===== config.mk =====
export PLATFORM = sky130hd
export DESIGN_NAME = tpg_ctrl_mux_shadowed
export DESIGN_NICKNAME = d
export VERILOG_FILES = /design/src/rtl/tpg_ctrl_mux_shadowed.sv
export SDC_FILE = /design/constraint.sdc
export NUM_CORES = 1
export LEC_CHECK = 0
export ABC_AREA = 1
export CORE_UTILIZATION = 51
export DETAILED_ROUTE_END_ITERATION = 12
export PLACE_DENSITY_LB_ADDON = 0.15
export REMOVE_ABC_BUFFERS = 1
export SYNTH_ARGS = -nofsm -noshare
export SYNTH_HDL_FRONTEND = slang
export SYNTH_SLANG_ARGS = --single-unit

===== constraint.sdc =====
create_clock -name clk_i -period 1.95 [get_ports clk_i]
set_input_delay 0.2925 -clock clk_i [delete_from_list [all_inputs] [get_ports clk_i]]
set_output_delay 0.2925 -clock clk_i [all_outputs]
set_load 0.03 [all_outputs]

===== src/rtl/tpg_ctrl_mux_shadowed.sv =====
// Test pattern generator control: shadowed Avalon-MM CSR bank (staging -> active on SOF),
// optional auto-cycling through sources, and a registered pixel source mux.
module tpg_ctrl_mux_shadowed #(
    parameter int          DW            = 32,
    parameter int          DATA_WIDTH    = 24,
    parameter int          SRC_NUM       = 5,
    parameter int          ADDR_W        = 3,
    parameter int          WIDTH         = 800,
    parameter int          HEIGHT        = 600,
    parameter int          OFFSET_FRAMES = 25,
    parameter int          INTERLACED    = 3,
    parameter int          DEF_SRC       = 0,
    parameter logic [23:0] DEF_COLOR     = 24'h0000FF
) (
    input  logic                          clk_i,
    input  logic                          rst_i,
    input  logic [ADDR_W-1:0]             avs_address_i,
    input  logic                          avs_write_i,
    input  logic [DW-1:0]                 avs_writedata_i,
    input  logic                          avs_read_i,
    output logic [DW-1:0]                 avs_readdata_o,
    output logic                          avs_readdatavalid_o,
    input  logic                          sof_i,
    input  logic                          pix_valid_i,
    input  logic [SRC_NUM*DATA_WIDTH-1:0] src_data_i,
    output logic [DATA_WIDTH-1:0]         data_o,
    output logic                          valid_o,
    output logic                          enable_o,
    output logic                          mode_bw_o,
    output logic [31:0]                   width_o,
    output logic [31:0]                   height_o,
    output logic [7:0]                    offset_frames_o,
    output logic [5:0]                    interlaced_o,
    output logic [23:0]                   color_onecolor_o,
    output logic [3:0]                    src_sel_o,
    output logic                          update_pending_o
);

    typedef struct packed {
        logic        en;
        logic        bw;
        logic        ac;
        logic [3:0]  src;
        logic [7:0]  off;
        logic [7:0]  cyc;
        logic [31:0] width;
        logic [31:0] height;
        logic [5:0]  il;
        logic [23:0] col;
    } cfg_t;

    localparam cfg_t CFG_RST = '{
        en: 1'b1, bw: 1'b0, ac: 1'b0, src: 4'(DEF_SRC), off: 8'(OFFSET_FRAMES),
        cyc: 8'd0, width: 32'(WIDTH), height: 32'(HEIGHT), il: 6'(INTERLACED),
        col: DEF_COLOR
    };
    localparam logic [3:0] SRC_LAST = 4'(SRC_NUM - 1);

    cfg_t                  cfg_s_q, cfg_s_d;
    cfg_t                  cfg_a_q, cfg_a_d;
    logic                  pending_q, pending_d;
    logic [7:0]            cnt_q, cnt_d;
    logic [DATA_WIDTH-1:0] data_q, data_d;
    logic                  valid_q, valid_d;
    logic [DW-1:0]         rdata_q, rdata_d;
    logic                  rdv_q, rdv_d;

    logic [31:0] wd;
    logic [31:0] rd_word;
    logic [3:0]  src_idx;
    logic [3:0]  src_next;
    logic        commit_wr;
    logic        apply;
    logic        auto_on;

    assign wd = avs_writedata_i[31:0];

    // Out-of-range selections fall back to the one-colour source.
    assign src_idx  = (cfg_a_q.src > SRC_LAST) ? SRC_LAST : cfg_a_q.src;
    assign src_next = (src_idx == SRC_LAST) ? 4'd0 : src_idx + 4'd1;

    assign commit_wr = avs_write_i && (int'(avs_address_i) == 0) && wd[3];
    // A commit landing on the SOF cycle itself waits for the following SOF.
    assign apply     = sof_i && pending_q && !commit_wr;
    assign auto_on   = cfg_a_q.ac && (cfg_a_q.cyc != 8'd0);

    always_comb begin
        cfg_s_d = cfg_s_q;
        if (avs_write_i) begin
            case (int'(avs_address_i))
                0: begin
                    cfg_s_d.en  = wd[0];
                    cfg_s_d.bw  = wd[1];
                    cfg_s_d.ac  = wd[2];
                    cfg_s_d.src = wd[7:4];
                    cfg_s_d.off = wd[15:8];
                    cfg_s_d.cyc = wd[23:16];
                end
                1: cfg_s_d.width  = wd;
                2: cfg_s_d.height = wd;
                3: begin
                    cfg_s_d.il  = wd[5:0];
                    cfg_s_d.col = wd[31:8];
                end
                default: ;
            endcase
        end
    end

    always_comb begin
        pending_d = commit_wr || (pending_q && !apply);
        cfg_a_d   = cfg_a_q;
        cnt_d     = cnt_q;
        if (apply) begin
            cfg_a_d = cfg_s_q;
            cnt_d   = 8'd0;
        end else if (!auto_on) begin
            cnt_d = 8'd0;
        end else if (sof_i) begin
            if (cnt_q == cfg_a_q.cyc - 8'd1) begin
                cnt_d       = 8'd0;
                cfg_a_d.src = src_next;
            end else begin
                cnt_d = cnt_q + 8'd1;
            end
        end
    end

    always_comb begin
        valid_d = pix_valid_i && cfg_a_q.en;
        data_d  = valid_d ? src_data_i[int'(src_idx)*DATA_WIDTH +: DATA_WIDTH] : data_q;
    end

    always_comb begin
        case (int'(avs_address_i))
            0:       rd_word = {8'h00, cfg_s_q.cyc, cfg_s_q.off, cfg_s_q.src, 1'b0,
                                cfg_s_q.ac, cfg_s_q.bw, cfg_s_q.en};
            1:       rd_word = cfg_s_q.width;
            2:       rd_word = cfg_s_q.height;
            3:       rd_word = {cfg_s_q.col, 2'b00, cfg_s_q.il};
            4:       rd_word = {8'h00, cnt_q, 8'h00, cfg_a_q.src, 3'b000, pending_q};
            default: rd_word = 32'd0;
        endcase
        rdv_d   = avs_read_i;
        rdata_d = rdata_q;
        if (avs_read_i) begin
            rdata_d       = '0;
            rdata_d[31:0] = rd_word;
        end
    end

    always_ff @(posedge clk_i or negedge rst_i) begin
        if (!rst_i) begin
            cfg_s_q   <= CFG_RST;
            cfg_a_q   <= CFG_RST;
            pending_q <= 1'b0;
            cnt_q     <= 8'd0;
            data_q    <= '0;
            valid_q   <= 1'b0;
            rdata_q   <= '0;
            rdv_q     <= 1'b0;
        end else begin
            cfg_s_q   <= cfg_s_d;
            cfg_a_q   <= cfg_a_d;
            pending_q <= pending_d;
            cnt_q     <= cnt_d;
            data_q    <= data_d;
            valid_q   <= valid_d;
            rdata_q   <= rdata_d;
            rdv_q     <= rdv_d;
        end
    end

    assign avs_readdata_o      = rdata_q;
    assign avs_readdatavalid_o = rdv_q;
    assign data_o              = data_q;
    assign valid_o             = valid_q;
    assign enable_o            = cfg_a_q.en;
    assign mode_bw_o           = cfg_a_q.bw;
    assign width_o             = cfg_a_q.width;
    assign height_o            = cfg_a_q.height;
    assign offset_frames_o     = cfg_a_q.off;
    assign interlaced_o        = cfg_a_q.il;
    assign color_onecolor_o    = cfg_a_q.col;
    assign src_sel_o           = cfg_a_q.src;
    assign update_pending_o    = pending_q;

endmodule


==> metrics.txt <==
# TYPE chip_impl_metric gauge
chip_impl_info{name="status",value="finished, final reports clean"} 1
chip_impl_metric{name="avgViaCountPerCell",unit=""} 5.18
chip_impl_metric{name="die_area",unit="sq um"} 28800
chip_impl_info{name="timing.critical_path.cells",value="clkdlybuf4s50_1"} 1
chip_impl_info{name="worst_hold_startpoint",value="avs_read_i"} 1
chip_impl_metric{name="critPathMaxFanout",unit=""} 2
chip_impl_metric{name="initial_core_util",unit=""} 0.518
chip_impl_metric{name="grt_max_degree",unit=""} 72
chip_impl_metric{name="post_synth_num_cell_types",unit=""} 35
chip_impl_metric{name="share_of_the_yosys_chip_area_belonging_to_registers",unit=""} 0.529
chip_impl_metric{name="cts-buffers-inserted",unit=""} 34
chip_impl_info{name="cts_tree",value="built"} 1
chip_impl_info{name="origin_of_the_critical_flop_to_flop_path",value="cfg_a_q[94]$_DFFE_PN0P_"} 1
chip_impl_info{name="worst-setup-path-type",value="flip-flop to output port"} 1
chip_impl_metric{name="clk_transition_reported_paths",unit="ns"} 0.06
chip_impl_metric{name="ys_async_sr_fraction",unit=""} 1.00
chip_impl_metric{name="crit_buf_inv",unit=""} 1
chip_impl_metric{name="first_pass_grt_wire_length",unit="mm"} 63.8
chip_impl_info{name="post-synth-top-count-cell",value="sky130_fd_sc_hd__nand2_1"} 1
chip_impl_metric{name="drt-wirelength-per-cell",unit="um"} 17.1
chip_impl_info{name="holdPathEnd",value="avs_readdatavalid_o$_DFF_PN0_"} 1
chip_impl_info{name="worst_path_dominant_cell_family",value="buffers and inverters"} 1
chip_impl_metric{name="post-place-cells",unit=""} 2313
chip_impl_metric{name="pre_cts_slack",unit="ns"} -0.126
chip_impl_info{name="end_kind",value="output port"} 1
chip_impl_metric{name="floorplan.rows",unit=""} 61
chip_impl_metric{name="final_min_period_over_clock_period",unit=""} 0.983
chip_impl_metric{name="final-max-slew-violation-count",unit=""} 0
chip_impl_metric{name="synth_edf_count",unit=""} 0
chip_impl_metric{name="power.static_leakage",unit="nW"} 8.94
chip_impl_metric{name="cp_data_arrival_time",unit="ns"} 1.62
chip_impl_metric{name="min_period",unit="ns"} 1.92
chip_impl_metric{name="numClockSinks",unit=""} 301
chip_impl_metric{name="timing.critical_path.required",unit="ns"} 1.66
chip_impl_metric{name="finish.cell_count_without_fillers",unit=""} 2377
chip_impl_metric{name="setup_violations",unit=""} 0
chip_impl_metric{name="post-route-drc-count",unit=""} 0
chip_impl_metric{name="ir_drop",unit="mV"} 0.904
chip_impl_metric{name="core-area",unit="sq um"} 27700
chip_impl_metric{name="post_synth_inst_count",unit=""} 1741
chip_impl_metric{name="syn_area",unit="sq um"} 14300
chip_impl_metric{name="first_global_vias",unit=""} 11900
chip_impl_metric{name="port-buffer-count",unit=""} 327
chip_impl_metric{name="clk_latency",unit="ns"} 0.51
chip_impl_metric{name="timing.max_cap.violations",unit=""} 0
chip_impl_metric{name="timing.clock.skew",unit="ns"} 0.0229
chip_impl_metric{name="netlist.area_leader.share",unit=""} 0.452
chip_impl_info{name="worst_hold_check_path_type",value="primary input to flip-flop"} 1
chip_impl_metric{name="vias",unit=""} 12300
chip_impl_metric{name="finish.net_count",unit=""} 2139
chip_impl_metric{name="cp_slowest_stage_delay",unit="ns"} 0.71
chip_impl_info{name="synth_flop_cell",value="sky130_fd_sc_hd__dfrtp_1"} 1
chip_impl_info{name="worst_setup_start_kind",value="flip-flop"} 1
chip_impl_metric{name="dp.final_hpwl",unit="mm"} 28.0
chip_impl_info{name="post_synth_main_area_contributors",value="sky130_fd_sc_hd__dfrtp_1, sky130_fd_sc_hd__nand2_1, sky130_fd_sc_hd__o21ai_0"} 1
chip_impl_metric{name="chipWidth",unit="um"} 170
chip_impl_info{name="cpMaxStageDelayCell",value="sky130_fd_sc_hd__clkdlybuf4s50_1"} 1
chip_impl_metric{name="fmax",unit="GHz"} 0.522
chip_impl_info{name="root_buffer",value="sky130_fd_sc_hd__clkbuf_16"} 1
chip_impl_metric{name="cellPowerDensity",unit="nW/um^2"} 1290
chip_impl_metric{name="totalWireLength",unit="mm"} 40.7
chip_impl_metric{name="report.power.total",unit="mW"} 24.1
chip_impl_metric{name="fin_tns_setup",unit="ns"} 0
chip_impl_metric{name="area.growth.synth_to_final",unit="%"} 30.3
chip_impl_metric{name="die_height",unit="um"} 170
chip_impl_metric{name="worst_slew_pin_tran",unit="ns"} 0.462
chip_impl_metric{name="min_delay_path_depth",unit=""} 2
chip_impl_metric{name="cells_on_worst_reg2reg_path",unit=""} 13
chip_impl_info{name="critical_path.reg2reg.endpoint",value="src_sel_o[1]$_DFFE_PN0P_"} 1
chip_impl_metric{name="yosysWarningCount",unit=""} 0
chip_impl_metric{name="grt_overflow",unit=""} 0
chip_impl_metric{name="grt_use_total",unit=""} 0.283
chip_impl_metric{name="layout-drive-gt1-share",unit=""} 0.102
chip_impl_metric{name="postSynthAreaPerCell",unit="sq um"} 8.24
chip_impl_metric{name="number_of_optimization_iterations_in_the_first_detailed_route_pass",unit=""} 5
chip_impl_metric{name="count_of_antenna_violating_nets_left_after_detailed_routing",unit=""} 0
chip_impl_metric{name="postSynthRegisterBits",unit=""} 301
chip_impl_info{name="post_synth_most_frequent_cells",value="sky130_fd_sc_hd__nand2_1, sky130_fd_sc_hd__dfrtp_1, sky130_fd_sc_hd__o21ai_0, sky130_fd_sc_hd__inv_1, sky130_fd_sc_hd__buf_4"} 1
chip_impl_metric{name="post-route-worst-setup-slack",unit="ns"} 0.0333
chip_impl_metric{name="first_iter_violations",unit=""} 908
chip_impl_metric{name="number_of_hold_violations_in_the_final_report",unit=""} 0
chip_impl_metric{name="slew_headroom",unit=""} 0.691
chip_impl_metric{name="pin_count",unit=""} 328
chip_impl_metric{name="clock_path_buffers",unit=""} 3
chip_impl_metric{name="reg2reg_setup_slack",unit="ns"} 0.16
chip_impl_metric{name="gp_congestion",unit=""} 0.846
chip_impl_metric{name="htreeDepth",unit=""} 2
chip_impl_info{name="yosys.area.top_type",value="sky130_fd_sc_hd__dfrtp_1"} 1
chip_impl_metric{name="antenna_violations_before_repair",unit=""} 1
cell families after synthesis:
logic type,share of synthesized area
AO/OA/AOI/OAI,0.107
XOR/XNOR,0.00488
buffers and inverters,0.123
AND/OR/NAND/NOR,0.219
multiplexers,0.0133
adder cells (fa/ha/maj),0.00349
flip-flops,0.529
layout by cell type (no fill, tap or decap), types with 18 or more instances in the layout:
master                            count
sky130_fd_sc_hd__nand2_1            622
sky130_fd_sc_hd__dfrtp_1            259
sky130_fd_sc_hd__inv_1              138
sky130_fd_sc_hd__clkdlybuf4s50_1    300
sky130_fd_sc_hd__clkbuf_16           34
sky130_fd_sc_hd__nand3_1            100
sky130_fd_sc_hd__buf_12              18
sky130_fd_sc_hd__dlygate4sd2_1       24
sky130_fd_sc_hd__buf_4               41
sky130_fd_sc_hd__o21ai_0            222
sky130_fd_sc_hd__nor2_1              23
sky130_fd_sc_hd__dfstp_2             42
sky130_fd_sc_hd__a21oi_1             31
how the worst max path moves through the flow:
stage,endpoint,cells past startpoint,startpoint
finish,width_o[14],1,width_o[14]$_DFFE_PN0P_
global route,src_sel_o[2]$_DFFE_PN0P_,13,cfg_a_q[94]$_DFFE_PN0P_
CTS,src_sel_o[1]$_DFFE_PN0P_,13,cfg_a_q[94]$_DFFE_PN0P_
detailed placement,cfg_a_q[98]$_DFFE_PN0P_,10,avs_address_i[1]
global placement,cfg_a_q[98]$_DFFE_PN0P_,10,avs_address_i[1]
floorplan,cnt_q[5]$_DFFE_PN0P_,9,avs_address_i[1]
power breakdown:
part | internal [mW] | switching (mW) | total [mW]
logic | 3.36 | 5.37 | 8.73
registers | 7.91 | 1.04 | 8.95
clock network | 3.94 | 2.47 | 6.40
total | 15.2 | 8.87 | 24.1
cell type report:
cell class / count / area, sq um
clock buffers: 54 / 1010
multi-input cells: 1099 / 5020
inverters: 151 / 568
clock inverters: 6 / 119
fillers: 2310 / 9010
repair buffers: 387 / 3920
flip-flops and latches: 301 / 7580
well taps: 378 / 473
diodes: 1 / 2.50
sequential cells by signal, indices dropped and copies added (netlist names), 9 cells and up:
register          flops
width_o              32
data_o               24
height_o             32
avs_readdata_o       32
cfg_a_q               9
color_onecolor_o     24
cfg_s_q             117
routing by layer:
layer  vias up  global-route usage  routed length [um]
li1       5889                   -                   -
met1      5873               0.376               17800
met3        88              0.0553                2670
met2       456               0.461               19000
met5         -                   0                   0
met4         0               0.101                1270
what timing repair did:
action                                  CTS  global route
gates resized for setup                  24             6
endpoints found under the setup margin   24            13
hold buffers                              1             0
pin swaps                                 0             1
endpoints found under the hold margin    39             0
setup buffers                             0             2
stage by stage:
step / hold slack, ns / cell area [sq um] / utilization
floorplan: -0.00309 / 13100 / -
global placement: 0.185 / 17600 / 0.634
detailed placement: 0.184 / 17600 / 0.634
CTS: 0.173 / 18700 / 0.674
global route: 0.182 / 18700 / 0.675
finish: 0.185 / 18700 / 0.675
(Power assumes the default switching activity.)
